### src/rtl/tl_ul_a_arbiter_2to1.sv
// 2:1 TileLink-UL A-channel arbiter: round-robin, Put-burst lock, source-bit D routing; TL_ARB_INFLIGHT_LIMIT_EN adds per-client throttling.
// Zero latency on A and D; the loser sees a_ready=0, a stalled grant is frozen, D ready follows the routed client.
`timescale 1ns/1ps
module tl_ul_a_arbiter_2to1 #(
    parameter int ADDR_W       = 25,
    parameter int DATA_W       = 64,
    parameter int SRC_W        = 1,
    parameter int MAX_INFLIGHT = 4
) (
    input  logic                clock,
    input  logic                reset,

    input  logic                c0_a_valid,
    output logic                c0_a_ready,
    input  logic [2:0]          c0_a_opcode,
    input  logic [2:0]          c0_a_param,
    input  logic [2:0]          c0_a_size,
    input  logic [SRC_W-1:0]    c0_a_source,
    input  logic [ADDR_W-1:0]   c0_a_address,
    input  logic [DATA_W/8-1:0] c0_a_mask,
    input  logic [DATA_W-1:0]   c0_a_data,

    input  logic                c1_a_valid,
    output logic                c1_a_ready,
    input  logic [2:0]          c1_a_opcode,
    input  logic [2:0]          c1_a_param,
    input  logic [2:0]          c1_a_size,
    input  logic [SRC_W-1:0]    c1_a_source,
    input  logic [ADDR_W-1:0]   c1_a_address,
    input  logic [DATA_W/8-1:0] c1_a_mask,
    input  logic [DATA_W-1:0]   c1_a_data,

    output logic                m_a_valid,
    input  logic                m_a_ready,
    output logic [2:0]          m_a_opcode,
    output logic [2:0]          m_a_param,
    output logic [2:0]          m_a_size,
    output logic [SRC_W:0]      m_a_source,
    output logic [ADDR_W-1:0]   m_a_address,
    output logic [DATA_W/8-1:0] m_a_mask,
    output logic [DATA_W-1:0]   m_a_data,

    input  logic                m_d_valid,
    output logic                m_d_ready,
    input  logic [2:0]          m_d_opcode,
    input  logic [2:0]          m_d_param,
    input  logic [2:0]          m_d_size,
    input  logic [SRC_W:0]      m_d_source,
    input  logic [DATA_W-1:0]   m_d_data,
    input  logic                m_d_denied,
    input  logic                m_d_corrupt,

    output logic                c0_d_valid,
    input  logic                c0_d_ready,
    output logic [2:0]          c0_d_opcode,
    output logic [2:0]          c0_d_param,
    output logic [2:0]          c0_d_size,
    output logic [SRC_W-1:0]    c0_d_source,
    output logic [DATA_W-1:0]   c0_d_data,
    output logic                c0_d_denied,
    output logic                c0_d_corrupt,

    output logic                c1_d_valid,
    input  logic                c1_d_ready,
    output logic [2:0]          c1_d_opcode,
    output logic [2:0]          c1_d_param,
    output logic [2:0]          c1_d_size,
    output logic [SRC_W-1:0]    c1_d_source,
    output logic [DATA_W-1:0]   c1_d_data,
    output logic                c1_d_denied,
    output logic                c1_d_corrupt
);

    localparam int         MASK_W          = DATA_W / 8;
    localparam logic [2:0] PUT_FULL        = 3'd0;
    localparam logic [2:0] PUT_PARTIAL     = 3'd1;
    localparam logic [2:0] ACCESS_ACK_DATA = 3'd1;

    if (MAX_INFLIGHT < 1 || SRC_W < 1) begin : g_bad_cfg
        $error("tl_ul_a_arbiter_2to1: MAX_INFLIGHT and SRC_W must be at least 1");
    end

    typedef struct packed {
        logic [2:0]        opcode;
        logic [2:0]        param;
        logic [2:0]        size;
        logic [SRC_W-1:0]  source;
        logic [ADDR_W-1:0] address;
        logic [MASK_W-1:0] mask;
        logic [DATA_W-1:0] data;
    } a_req_t;

    function automatic logic [3:0] beats_of(input logic [2:0] size);
        case (size)
            3'd4:       return 4'd2;
            3'd5:       return 4'd4;
            3'd6, 3'd7: return 4'd8;
            default:    return 4'd1;
        endcase
    endfunction

    a_req_t     c0_req;
    a_req_t     c1_req;
    a_req_t     sel_req;
    logic       rr_last;
    logic       lock;
    logic       lock_owner;
    logic       hold;
    logic       hold_owner;
    logic [2:0] beats_left;
    logic [2:0] d_beats_left;
    logic [1:0] raw_v;
    logic [1:0] elig;
    logic       win;
    logic       a_fire;
    logic       first_fire;
    logic [3:0] a_beats;
    logic       d_sel;
    logic       d_fire;
    logic [3:0] d_beats;
    logic       d_multi_first;

    assign c0_req = {c0_a_opcode, c0_a_param, c0_a_size, c0_a_source,
                     c0_a_address, c0_a_mask, c0_a_data};
    assign c1_req = {c1_a_opcode, c1_a_param, c1_a_size, c1_a_source,
                     c1_a_address, c1_a_mask, c1_a_data};
    assign raw_v  = {c1_a_valid, c0_a_valid};

`ifdef TL_ARB_INFLIGHT_LIMIT_EN
    localparam int CNT_W = $clog2(MAX_INFLIGHT + 1);

    logic [CNT_W-1:0] inflight [2];
    logic             d_msg_end;
    logic [1:0]       a_inc;
    logic [1:0]       d_dec;

    // A full client only loses eligibility for new grants; lock/hold use raw valid.
    assign elig[0]   = c0_a_valid & (inflight[0] != CNT_W'(MAX_INFLIGHT));
    assign elig[1]   = c1_a_valid & (inflight[1] != CNT_W'(MAX_INFLIGHT));
    assign d_msg_end = d_fire & ((d_beats_left == 3'd1) |
                                 ((d_beats_left == 3'd0) & ~d_multi_first));
    assign a_inc     = {first_fire & win, first_fire & ~win};
    assign d_dec     = {d_msg_end & d_sel, d_msg_end & ~d_sel};

    always_ff @(posedge clock) begin
        if (reset) begin
            inflight[0] <= '0;
            inflight[1] <= '0;
        end else begin
            for (int c = 0; c < 2; c++) begin
                if (a_inc[c] & ~d_dec[c]) begin
                    inflight[c] <= inflight[c] + CNT_W'(1);
                end else if (~a_inc[c] & d_dec[c] & (inflight[c] != '0)) begin
                    inflight[c] <= inflight[c] - CNT_W'(1);
                end
            end
        end
    end
`else
    assign elig = raw_v;
`endif

    always_comb begin
        if (lock) begin
            win = lock_owner;
        end else if (hold) begin
            win = hold_owner;
        end else if (elig[0] & elig[1]) begin
            win = ~rr_last;
        end else begin
            win = elig[1];
        end
    end

    assign sel_req    = win ? c1_req : c0_req;
    assign m_a_valid  = (lock | hold) ? raw_v[win] : elig[win];
    assign m_a_opcode = sel_req.opcode;
    assign m_a_param  = sel_req.param;
    assign m_a_size   = sel_req.size;
    assign m_a_source = {win, sel_req.source};
    assign m_a_address = sel_req.address;
    assign m_a_mask   = sel_req.mask;
    assign m_a_data   = sel_req.data;
    assign c0_a_ready = m_a_ready & m_a_valid & ~win;
    assign c1_a_ready = m_a_ready & m_a_valid & win;

    assign a_fire     = m_a_valid & m_a_ready;
    assign first_fire = a_fire & ~lock;
    assign a_beats    = beats_of(sel_req.size);

    // D fields fan out to both clients; only the selected one sees valid.
    assign d_sel         = m_d_source[SRC_W];
    assign c0_d_valid    = m_d_valid & ~d_sel;
    assign c1_d_valid    = m_d_valid & d_sel;
    assign m_d_ready     = d_sel ? c1_d_ready : c0_d_ready;
    assign d_fire        = m_d_valid & m_d_ready;
    assign d_beats       = beats_of(m_d_size);
    assign d_multi_first = (d_beats_left == 3'd0) & (m_d_opcode == ACCESS_ACK_DATA) &
                           (d_beats > 4'd1);

    assign c0_d_opcode  = m_d_opcode;
    assign c0_d_param   = m_d_param;
    assign c0_d_size    = m_d_size;
    assign c0_d_source  = m_d_source[SRC_W-1:0];
    assign c0_d_data    = m_d_data;
    assign c0_d_denied  = m_d_denied;
    assign c0_d_corrupt = m_d_corrupt;
    assign c1_d_opcode  = m_d_opcode;
    assign c1_d_param   = m_d_param;
    assign c1_d_size    = m_d_size;
    assign c1_d_source  = m_d_source[SRC_W-1:0];
    assign c1_d_data    = m_d_data;
    assign c1_d_denied  = m_d_denied;
    assign c1_d_corrupt = m_d_corrupt;

    always_ff @(posedge clock) begin
        if (reset) begin
            rr_last      <= 1'b1;
            lock         <= 1'b0;
            lock_owner   <= 1'b0;
            hold         <= 1'b0;
            hold_owner   <= 1'b0;
            beats_left   <= 3'd0;
            d_beats_left <= 3'd0;
        end else begin
            // Freeze the grant while the manager stalls so its inputs stay stable.
            hold <= m_a_valid & ~m_a_ready;
            if (m_a_valid & ~m_a_ready) begin
                hold_owner <= win;
            end
            if (first_fire) begin
                rr_last <= win;
                if (((sel_req.opcode == PUT_FULL) || (sel_req.opcode == PUT_PARTIAL)) &&
                    (a_beats > 4'd1)) begin
                    lock       <= 1'b1;
                    lock_owner <= win;
                    beats_left <= 3'(a_beats - 4'd1);
                end
            end else if (a_fire) begin
                beats_left <= beats_left - 3'd1;
                if (beats_left == 3'd1) begin
                    lock <= 1'b0;
                end
            end
            if (d_fire) begin
                if (d_multi_first) begin
                    d_beats_left <= 3'(d_beats - 4'd1);
                end else if (d_beats_left != 3'd0) begin
                    d_beats_left <= d_beats_left - 3'd1;
                end
            end
        end
    end

endmodule
### config.mk
export PLATFORM = sky130hd
export DESIGN_NAME = tl_ul_a_arbiter_2to1
export DESIGN_NICKNAME = d
export VERILOG_FILES = /design/src/rtl/tl_ul_a_arbiter_2to1.sv
export SDC_FILE = /design/constraint.sdc
export NUM_CORES = 1
export LEC_CHECK = 0
export BUFFER_PORTS_ARGS = -buffer_cell sky130_fd_sc_hd__buf_2
export CAP_MARGIN = 20
export CORE_AREA = 2 2 217 219
export CTS_BUF_LIST = sky130_fd_sc_hd__clkbuf_4
export DETAILED_ROUTE_END_ITERATION = 10
export DIE_AREA = 0 0 219 221
export HOLD_SLACK_MARGIN = 0.05
export PLACE_DENSITY = 0.3
export SYNTH_ARGS = -nofsm -noshare
export SYNTH_HDL_FRONTEND = slang
export SYNTH_SLANG_ARGS = --single-unit
### constraint.sdc
create_clock -name clock -period 2.24 [get_ports clock]
set_input_delay 0 -clock clock [delete_from_list [all_inputs] [get_ports clock]]
set_output_delay 0 -clock clock [all_outputs]
set_load 0.02 [all_outputs]
Yosys cells after proc, flatten, opt, wreduce, memory -nomap -nowiden
Index checks and enable logic that the tools add are counted.

Register bits: 8. Input bits: 299. Output and inout bits: 266.

Add/subtract/negate cells: 2. Magnitude comparators: 2. Equality and inequality tests: 7. Multiplexer cells: 15. Bitwise operators: 13. Reduce and logical (&&, ||, !) cells: 9.

Operator list (number): $mux W107 (1); $eq A3 B3 Y1 const B (4); $pmux W4 S3 (1); $mux W1 (10); $mux W3 (3); $and A1 B1 Y1 (8); $eq A3 B1 Y1 const B (2); $sub A3 B1 Y3 const B (2); $not A1 Y1 (5); $gt A4 B1 Y1 const B (1); $reduce_and A2 Y1 (2); $reduce_bool A2 Y1 (2); $logic_not A3 Y1 (1); $reduce_and A3 Y1 (1); $lt A1 B2 Y1 const B (1); $ne A2 B1 Y1 const B (1); $reduce_or A2 Y1 (1); $logic_and A1 B1 Y1 (1); $logic_or A1 B1 Y1 (1).

Longest topological paths before layout
Gate-level depths: netlist (run 1).

Depth after elaboration: 12. Mapped depth: 8.

Least setup slack after synthesis (run 1)
OpenSTA, ideal clock, no wires.

Path type: register -> register. Start: reg hold. End: reg lock. Setup time: 0.125 ns. Arrival time: 1.590 ns. Data required time: 2.115 ns. Path slack: 0.526 ns. Cell stages (with the launch flop): 7. Cells stage by stage: dfxtp_1 > a21oi_1 > o21a_4 > or3_4 > inv_1 > o211a_1 > o32ai_2.

Cells in the longest elaborated chain, start to end: 10. Elaborated cells between the ends (all ways): 23. Those cells by class: order compare (1); eq/ne (6); mux (7); bitwise (2); reduce/logical (7).

Ends and longest elaborated chain: from (decl) (RTL line 108) `logic hold;`; from (signal assigned) (RTL line 227) `hold <= m_a_valid & ~m_a_ready;`; $mux W1 * (RTL line 166) `end else if (hold) begin`; $mux W1 * (RTL line 164) `if (lock) begin`; $mux W107 (RTL line 175) `assign sel_req = win ? c1_req : c0_req;`; $eq A3 B3 Y1 (RTL line 94) `case (size)`; $reduce_or A2 Y1 (RTL line 94); $pmux W4 S3 (RTL line 94); $gt A4 B1 Y1 (RTL line 234) `(a_beats > 4'd1)) begin`; $logic_and A1 B1 Y1 (RTL line 233) `if (((sel_req.opcode == PUT_FULL) || (sel_req.opcode == PUT_PARTIAL)) &&`; $ne A2 B1 Y1 (no source line); $reduce_and A3 Y1 (no source line); to (signal assigned) (RTL line 219) `lock <= 1'b0;`; to (signal assigned) (RTL line 235) `lock <= 1'b1;`; to (signal assigned) (RTL line 242) `lock <= 1'b0;`; to (decl) (RTL line 106) `logic lock;`.

Mark *: on every way between the ends. The rest lies on a longest branch, timed or not. The select of a mux whose other input is x is not followed. A chain may end at the register's enable or synchronous reset.

Worst setup path after layout (run 1)
Start: reg hold. End: out m_a_data[53].

Cells in the longest elaborated chain, start to end: 3.

Ends and longest elaborated chain: $mux W1 (RTL line 166); $mux W1 (RTL line 164); $mux W107 (RTL line 175); to (decl) (RTL line 41) `output logic [DATA_W-1:0] m_a_data,`.

Every way passes these cells.

==> results of run 1 <==
metrics by stage:
stage / setup WS [ns] / cell area [um^2] / hold WS (ns) / power (W) / cells
after floorplan: 0.526 / 3100 / 0.0691 / 0.00118 / 581
after global placement: 0.466 / 4390 / 0.000208 / 0.00132 / 1353
after detailed placement: 0.476 / 4390 / 0.000208 / 0.00131 / 1353
after CTS: 0.252 / 5190 / 0.161 / 0.00176 / 1434
after global routing: 0.130 / 5200 / 0.246 / 0.00188 / 1435
final: 0.216 / 5200 / 0.151 / 0.00176 / 1435
worst paths after layout:
kind                                endpoint  slack, ns  cells past startpoint
setup / recovery                m_a_data[53]       0.22                      7
hold reg to reg   beats_left[1]$_SDFFE_PP0P_       0.47                      2
hold / removal       lock_owner$_SDFFE_PP0P_       0.15                      5
setup reg to reg  beats_left[0]$_SDFFE_PP0P_       0.45                      5
per-layer routing:
layer	vias up	track usage [%]	routed length, um
li1	2125	-	-
met1	1852	4.84	5020
met2	309	11.4	8340
met3	24	1.04	1400
met4	0	1.53	348
met5	-	0	0
flip-flops by register name (all words and copies together), names as in the netlist:
| signal | cells |
|---|---|
| beats_left | 3 |
| hold | 1 |
| hold_owner | 1 |
| lock | 1 |
| lock_owner | 1 |
| rr_last | 1 |
synthesized netlist by cell type:
library cell,count
a21bo_4,1
a21o_1,1
a21oi_1,7
a221oi_1,2
and2_1,2
buf_1,5
buf_2,6
buf_4,153
clkbuf_1,11
dfxtp_1,8
ha_1,2
inv_1,9
inv_2,1
mux2_2,1
mux2i_1,1
nand2_1,328
nand2_2,1
nand2b_1,2
nand3_1,5
nand3b_1,1
nor2_1,3
nor2b_1,3
nor3_1,1
nor3b_1,2
o2111ai_1,2
o211a_1,2
o211ai_1,2
o21a_4,1
o21ai_0,6
o21ai_1,2
o21ai_2,1
o22ai_1,1
o311ai_0,3
o32ai_1,1
o32ai_2,1
or2_2,1
or3_1,1
or3_4,1
logic make-up after synthesis:
| logic type | synth area share, % |
|---|---|
| muxes | 0.686 |
| buffers and inverters | 41.1 |
| AOI/OAI and AO/OA | 8.07 |
| adders and majority gates | 0.807 |
| and+or+nand+nor | 44.1 |
| DFF | 5.16 |
power by group through the flow:
stage,clock network [W],logic [W],registers [W]
after floorplan,0,0.00103,0.000154
after global placement,0,0.00116,0.000155
after detailed placement,0,0.00115,0.000155
after CTS,0.000128,0.00148,0.000152
after global routing,0.000131,0.00160,0.000153
final,0.000130,0.00148,0.000152
area by class of cell:
| class | count | share of cell area [%] |
|---|---|---|
| clock buffers | 3 | 0.433 |
| well taps | 607 | 14.6 |
| diodes | 1 | 0.0481 |
| flip-flops and latches | 8 | 3.08 |
| multi-input cells | 388 | 32.1 |
| repair buffers | 418 | 48.9 |
| inverters | 10 | 0.770 |
worst max-delay path: cells and delay by family, from the launching register on:
kind	cells	cell delay [ns]
buf+inv	2	0.41
flops	1	0.39
compound gates	2	0.50
simple gates	3	0.37
==> impl_results.md, run 1 <==
* Critical Path Start Type: register
* CP endpoint kind: primary output
* Final core utilization at between 10% and 20%
* Final #Nets at ~1100
* Width of the chip at between 200 and 250 um
* RSZ-0062 raised after global routing: false
* Vias/cell at between 3 and 4
* PortBufs at between 300 and 400
* Clk Latency, worst-skew pair at 0.28 ns
* Synth warn at 0
* Clock power share at around 7.4%
* Fill count at 5421
* Worst Path Required at 2.24 ns
* Final Hold Vio Count at 0
* Flop pwr share at just under 9%
* Vias in the first global route at approximately 4000
* Total track usage at under 10%
* H-tree Lvls at 1
* GP Congestion at around 0.8
* Vias at about 4300
* Max Root-Sink Buffers at 2
* Largest net degree at the start of global routing at 62
* Syn nets at slightly below 900
* Leading area contributor after synthesis: nand2_1
* Post-CTS Hold Fix Bufs at 78
* CTS tree: done
* Inserted Clock Buffers at 3
* Post-cts sizing count at 0
* Synth cell types at 38
* Worst Skew at approximately 0.0098 ns
* Commonest non-fill, non-tap cell in the layout: buf_2
* Setup Viol. Count Final at 0
* Area delta synth->final at 67.6%
* DR WL/cell at between 10 and 15 um
* Chip height at 221 um
* Top post-synthesis cells by area: nand2_1 (40%), buf_4 (37%), dfxtp_1 (5.2%), clkbuf_1 (1.3%), a21oi_1 (1.1%)
* P_leak at 2.91 nW
* Worst R2R Start: hold$_SDFF_PP0_
* First-pass detailed-route iteration total at 7
* Worst slew pin tran at just over 0.5 ns
* Worst Setup SP: hold$_SDFF_PP0_
* CP max-delay cell: dfxtp_1
* Sw frac at between 50% and 60%
* Max VDD drop at 102 uV
* Total global routing overflow at 0
* Clock-pin slew on the worst setup and hold paths at 0.07 ns
* Avg Synthesized Cell Area at roughly 5.3 um^2
* DRC viols at 0
* Worst Path Arrival at 2.02 ns
* First-pass GRT wire length at approximately 20 mm
* Final Routed Wirelength at 15.1 mm
* Io pins at between 500 and 600
* Max Freq at between 400 and 500 MHz
* Core area at roughly 0.046 mm^2
* Synth Instances at between 500 and 600
* Antenna violations before repair at 1
* Min Tclk post-route at a little over 2 ns
* Slew margin rel. at 65.8%
* Switching power total at 0.00103 W
* Commonest non-fill, non-tap cells in the layout: buf_2 (336), nand2_1 (328), dlygate4sd3_1 (78)
* Post-synthesis cell area at 0.00310 mm^2
* Post-DRT Antenna Nets at 0
* Most used cell along the critical path: nand2_1
* PD cells at around 340 mW/mm^2
* Hold Path Origin: c0_a_opcode[1]
* FF/Latch Area at 160 um^2
* Final Max Slew Viols at 0
* Internal power at between 0.0007 and 0.0008 W
* Critical Path Fanout Max at between 50 and 60
* Cell Chain, Critical Path: a21oi_1, o21ai_2, nand2_4, buf_12, nand2_1, nand2_1, buf_2
* Setup TNS Final at 0 ns
* #FFs+latches synth at 8
* Root Buffer: clkbuf_4
* Share of layout cells above drive strength 1 at 42.6%
* Final HPWL DP at ~12 mm
* Logic pwr share at a little over four fifths
* Die area at roughly 0.048 mm^2
* Initial Util at under 10%
* Tcrit/Tclk final at about 90%
* Post-CTS Setup Bufs at 0
* Status: finished clean
* Yosys top cell area share at roughly two fifths
* Largest stage delay on the critical path at between 0.3 and 0.4 ns
* Max-Cap Viols at 0
* Area taken by multi-input logic gates at 0.00167 mm^2
* # rows at a little under 80
* Worst setup path class: register to primary output
* CTS sink count at 8
* Hold Crit Class: input port to register
* Starting DRT DRC Count at between 100 and 150
* Seq/Total Area, Yosys at 5.16%
Power figures use the tool's default switching activity.
==> run 2: changes to the inputs <==
ABC_AREA = 1   (was unset)
CORE_AREA = 2 2 222 224   (was 2 2 217 219)
DIE_AREA = 0 0 224 226   (was 0 0 219 221)
==> impl_results.md, run 2 <==
* Hold endpoint: hold_owner$_SDFFE_PP0P_
* CP endpoint kind: primary output
* Vias in the first global route at around 4000
* Worst Path Arrival at 2.05 ns
* Io pins at between 500 and 600
* Final worst setup slack at between 0.15 and 0.2 ns
* Area delta synth->final at 66.9%
* PD cells at about 380 mW/mm^2
* First-pass GRT wire length at roughly 22 mm
* #FFs+latches synth at 8
* Largest register by flop count: beats_left
* GP Congestion at 0.732
* Reg2Reg Depth at 11
* Leading area contributor after synthesis: nand2_1
* CTS tree: done
* Yosys top cell area share at around two fifths
* Commonest non-fill, non-tap cells in the layout: nand2_1 (337), buf_2 (336), dlygate4sd3_1 (77)
* Synth Instances at just under 600
* Tcrit/Tclk final at between 90% and 100%
* Setup Viol. Count Final at 0
* Vias at around 4300
* Final Hold Vio Count at 0
* Width of the chip at between 200 and 250 um
* Worst R2R Start: lock$_SDFFE_PP0P_
* Post-Route M1 WL at 5.46 mm
* CTS sink count at 8
* Reg-to-reg setup timing slack at about 0.45 ns
* First-pass detailed-route iteration total at 4
* Placed cell areas at about 0.0043 mm^2
* Antenna violations before repair at 3
* Worst Skew at approximately 0.0054 ns
* Largest stage delay on the critical path at 0.36 ns
* Top post-synthesis cells by area: nand2_1 (41%), buf_4 (37%), dfxtp_1 (5.2%), inv_1 (3.1%), buf_2 (2.1%)
* Post-synth top flop: dfxtp_1
* Logic pwr share at slightly below 90%
* Worst R2R End: beats_left[0]$_SDFFE_PP0P_
* Flop pwr share at about 7.8%
* P_leak at around 3.0 nW
* Min Tclk post-route at between 2 and 2.5 ns
* Worst slew pin tran at around 0.65 ns
* Internal power at around 0.00078 W
* Status: finished clean
* Starting DRT DRC Count at 119
* Vias/cell at between 2 and 3
* Inserted Clock Buffers at 3
* Clk Latency, worst-skew pair at roughly 0.25 ns
* Sw frac at 60.1%
* Post-synth top cells: nand2_1 (337), buf_4 (153), inv_1 (25)
* Met3 wire length at 1.49 mm
* Async set-or-reset flop fraction in the synthesized netlist at 0%
* PortBufs at around 340
* RSZ-0062 raised after global routing: false
* Crit-path leading delay family: simple AND/OR/NAND/NOR gates
* Syn nets at 895
* Total track usage at 5.58%
* Met2 wire length at approximately 8.8 mm
* Share of layout cells above drive strength 1 at approximately 43%
* Count leader, synth: nand2_1
* Commonest non-fill, non-tap cell in the layout: nand2_1
* Largest register FFs at 3
* DR WL/cell at 11.5 um
* Max VDD drop at 90.6 uV
* Fin area at between 0.005 and 0.006 mm^2
* Initial Util at around 6.4%
* Avg Synthesized Cell Area at ~5.2 um^2
* Largest net degree at the start of global routing at between 50 and 60
* Clock-pin slew on the worst setup and hold paths at roughly 0.06 ns
* Worst setup path class: register to primary output
* Highest routed metal layer: met4
* Worst Path Required at between 2 and 2.5 ns
* Core area at 0.0483 mm^2
* Final Routed Wirelength at 16.8 mm
* Final HPWL DP at around 14 mm
* Root Buffer: clkbuf_4
* Total global routing overflow at 0
* Critical Path Start Type: register
* Clock power share at 5.5%
* Synth cell types at 27
* Critical Path Fanout Max at slightly above 50
* Post-synthesis cell area at 0.00307 mm^2
* Post-synth EDFFs at 0
* Switching power total at roughly 0.0012 W
* DRC viols at 0
* WP buf/inv at 3
* Placed cells at approximately 1400
* Slew margin rel. at a little under three fifths
* Setup WS pre-CTS at roughly 0.31 ns
* Hold Path Origin: c1_a_valid
* Most used cell along the critical path: nand2_1
* Cell Chain, Critical Path: inv_2, or2_1, nand2_4, buf_6, nand2_1, nand2_1, buf_2
* Worst Hold Depth at 3
* CP max-delay cell: dfxtp_1
* Hold Crit Class: input port to register
* WHS at 0.0674 ns
* Max Root-Sink Buffers at 2
* # rows at 81
* Final Max Slew Viols at 0
* # diodes at 0
* Final Non-Filler Cells at about 1500
* Post-DRT Antenna Nets at 0
* Chip height at 226 um
* Final #Nets at between 1000 and 1500
* Max Freq at ~490 MHz
* Max-Cap Viols at 0
* Synth warn at 0
* Setup TNS Final at 0 ns
* Die area at roughly 0.05 mm^2
* H-tree Lvls at 1
* Seq/Total Area, Yosys at about 5.2%
run 2: changes by cell type after synthesis, sizes merged, moves of 3 or more:
cell and change:
a21oi -4, buf +4, inv +18, nand2 +12, nand3 +4, nor2 +12
nor2b -3, o21ai -8, o311ai -3
run 2: how the worst max path moves through the flow:
stage,from,end,cells past startpoint
after floorplan,lock$_SDFFE_PP0P_,beats_left[1]$_SDFFE_PP0P_,12
after global placement,lock$_SDFFE_PP0P_,m_a_data[58],7
after detailed placement,lock$_SDFFE_PP0P_,m_a_data[58],7
after CTS,lock$_SDFFE_PP0P_,m_a_data[58],7
after global routing,lock$_SDFFE_PP0P_,m_a_data[58],7
final,lock$_SDFFE_PP0P_,m_a_data[58],7
run 2: cell families (layout without fill, tap and decap cells):
family | Yosys count | count (layout) | synth area share [%]
buffers and inverters | 206 | 451 | 45.0
AND/OR/NAND/NOR | 370 | 370 | 47.0
XOR/XNOR | 1 | 1 | 0.285
adder cells (fa/ha/maj) | 2 | 2 | 0.814
multiplexers | 1 | 1 | 0.366
AO/OA/AOI/OAI | 6 | 6 | 1.30
flip-flops | 8 | 8 | 5.21
run 2: what timing repair did:
item,in CTS,in global routing
hold endpoints to repair,156,0
hold buffers,77,0
setup endpoints to repair,0,38
buffers inserted,0,0
gates resized for setup,0,1
run 2: stage by stage:
| step | utilization (%) | total power [W] |
|---|---|---|
| detailed placement | 8.96 | 0.00152 |
| floorplan | - | 0.00134 |
| CTS | 10.6 | 0.00199 |
| global placement | 8.96 | 0.00154 |
| finish | 10.6 | 0.00196 |
| global route | 10.6 | 0.00211 |
run 2: power by group through the flow:
stage | combinational (W) | clock (W) | sequential, W
after global routing | 0.00184 | 0.000122 | 0.000154
after CTS | 0.00172 | 0.000117 | 0.000153
final | 0.00170 | 0.000108 | 0.000153
after detailed placement | 0.00137 | 0 | 0.000157
after floorplan | 0.00118 | 0 | 0.000156
after global placement | 0.00139 | 0 | 0.000157
run 2: final cells by class:
type / count / area (um^2)
Tap cell: 622 / 778
Timing Repair Buffer: 419 / 2530
Sequential cell: 8 / 160
Fill cell: 5718 / 43200
Multi-Input combinational cell: 380 / 1530
Clock buffer: 3 / 22.5
Inverter: 29 / 111
run 2: worst register-to-register path, delay by kind of cell (launching register included):
kind | cells | cell delay [ns]
simple gates | 8 | 1.11
flops | 1 | 0.36
buf+inv | 2 | 0.15
compound gates | 1 | 0.09
run 2: routing by layer:
| layer | global-route usage (%) | vias to the layer above |
|---|---|---|
| met3 | 0.989 | 47 |
| met4 | 3.57 | 0 |
| met1 | 5.11 | 1795 |
| met5 | 0 | - |
| met2 | 11.2 | 350 |
| li1 | - | 2096 |
==> run 3: changes to the inputs <==
BUFFER_PORTS_ARGS = -buffer_cell sky130_fd_sc_hd__clkbuf_2   (was -buffer_cell sky130_fd_sc_hd__buf_2)
==> impl_results.md, run 3 (synthesized netlist as in run 2, its figures left out) <==
* Vias at between 4000 and 5000
* Switching power total at 0.00121 W
* Worst setup path class: register to primary output
* Worst Path Arrival at around 2.0 ns
* Setup TNS Final at 0 ns
* Reg2Reg Depth at 11
* Commonest non-fill, non-tap cell in the layout: nand2_1
* Final worst setup slack at about 0.25 ns
* Clock-pin slew on the worst setup and hold paths at 0.05 ns
* Logic pwr share at approximately 87%
* # rows at 81
* WHS at about 0.062 ns
* DR WL/cell at ~12 um
* Final core utilization at about a tenth
* First-pass detailed-route iteration total at 4
* Worst R2R Start: lock$_SDFFE_PP0P_
* CTS tree: done
* Final #Nets at 1140
* Cell count along the critical path at 9
* Cell Chain, Critical Path: inv_1, nand3_1, nand2_1, nand2_4, inv_4, buf_16, nand2_1, nand2_1, clkbuf_2
* Area delta synth->final at 67.2%
* Max-Cap Viols at 0
* DRC viols at 0
* Antenna violations before repair at 3
* Clk Latency, worst-skew pair at between 0.2 and 0.3 ns
* Hold Crit Class: input port to register
* Share of layout cells above drive strength 1 at 42.5%
* Tcrit/Tclk final at approximately 89%
* Final Max Slew Viols at 0
* GP Congestion at between 0.7 and 0.8
* Largest register by flop count: beats_left
* Total global routing overflow at 0
* Worst R2R End: beats_left[1]$_SDFFE_PP0P_
* Max Root-Sink Buffers at 2
* Width of the chip at between 200 and 250 um
* Io pins at approximately 570
* H-tree Lvls at 1
* First-pass GRT wire length at between 20 and 25 mm
* Starting DRT DRC Count at between 80 and 90
* Die area at 0.0506 mm^2
* Post-DRT Antenna Nets at 0
* PortBufs at about 340
* Initial Util at 6.36%
* Clock power share at under 10%
* Worst slew pin tran at roughly 0.64 ns
* # diodes at 0
* Reg-to-reg setup timing slack at slightly below 0.5 ns
* Fill count at between 5000 and 6000
* CTS sink count at 8
* Critical Path Fanout Max at 53
* Sw frac at roughly three fifths
* Vias in the first global route at 4095
* Worst Path Required at between 2 and 2.5 ns
* Worst Skew at 0.00323 ns
* Internal power at 0.000782 W
* Critical Path Start Type: register
* Largest register FFs at 3
* Commonest non-fill, non-tap cells in the layout: nand2_1 (337), clkbuf_2 (336), dlygate4sd3_1 (77)
* Inserted Clock Buffers at 3
* WP buf/inv at 4
* Most used cell along the critical path: nand2_1
* Setup WS pre-CTS at around 0.4 ns
* Total track usage at 5.85%
* Setup Viol. Count Final at 0
* Placed cell areas at approximately 0.0043 mm^2
* P_leak at 3.04 nW
* Status: finished clean
* PD cells at approximately 390 mW/mm^2
* RSZ-0062 raised after global routing: false
* Core area at roughly 0.048 mm^2
* Root Buffer: clkbuf_4
* Final Hold Vio Count at 0
* Max VDD drop at between 100 and 150 uV
* Final HPWL DP at about 14 mm
* Post-CTS Setup Bufs at 0
* Fin area at about 0.005 mm^2
* Final Routed Wirelength at approximately 18 mm
* Flop pwr share at approximately 7.7%
* Min Tclk post-route at roughly 2 ns
* Largest stage delay on the critical path at 0.31 ns
* Chip height at between 200 and 250 um
* CP endpoint: m_a_data[58]
* Crit-path leading delay family: simple AND/OR/NAND/NOR gates
* CP max-delay cell: dfxtp_1
* Max Freq at ~500 MHz
* Largest net degree at the start of global routing at 107
* Slew margin rel. at between 50% and 60%
* Vias/cell at between 2 and 3
* CP endpoint kind: primary output
* Worst Setup SP: hold$_SDFF_PP0_
## run 3: worst min path at each step
| stage | start | to | slack [ns] | cells past startpoint |
|---|---|---|---|---|
| 2_1_floorplan | reset | lock_owner$_SDFFE_PP0P_ | 0.06 | 1 |
| 3_5_place_dp | m_d_data[58] | c0_d_data[58] | 0.0002 | 0 |
| 4_1_cts | c1_a_valid | hold_owner$_SDFFE_PP0P_ | 0.07 | 3 |
| 6_report | c1_a_valid | hold_owner$_SDFFE_PP0P_ | 0.06 | 3 |
| 5_1_grt | c1_a_valid | hold_owner$_SDFFE_PP0P_ | 0.08 | 3 |
| 3_3_place_gp | m_d_data[58] | c0_d_data[58] | 0.0002 | 0 |
## run 3: what timing repair did
item / 4_1_cts / 5_1_grt
hold endpoints to repair: 156 / 0
endpoints found under the setup margin: 0 / 31
gates resized for setup: 0 / 2
hold buffers: 77 / 0
## run 3: power groups by stage
stage	clock network, W	logic (W)	registers (W)
after floorplan	0	0.00118	0.000156
after global placement	0	0.00138	0.000157
after detailed placement	0	0.00136	0.000157
after CTS	0.000117	0.00171	0.000154
after global routing	0.000125	0.00187	0.000155
final	0.000111	0.00173	0.000154
## run 3: final cells by class
type                            count  area [um^2]  area share (%)
Tap cell                          622          778            15.1
Inverter                           29          111            2.17
Timing Repair Buffer              417         2540            49.4
Sequential cell                     8          160            3.12
Clock buffer                        3         22.5           0.438
Multi-Input combinational cell    380         1530            29.8
## run 3: tightest hold or removal path, cell delays in order
cell and delay (ns):
clkbuf_2 0.12, nand3_1 0.08, a21oi_1 0.06
## run 3: routing by layer
metal  share of wire [%]  wire length [um]  track usage, %
met1                  33              5950            5.43
met4                 6.4              1160            3.83
met3                 9.3              1690            1.26
met5                   0                 0               0
met2                  51              9290            11.5
## run 3: metrics by stage
step,power [W],instances
3_5_place_dp,0.00151,1378
4_1_cts,0.00198,1458
2_1_floorplan,0.00134,594
6_report,0.00199,1459
5_1_grt,0.00215,1459
3_3_place_gp,0.00154,1378
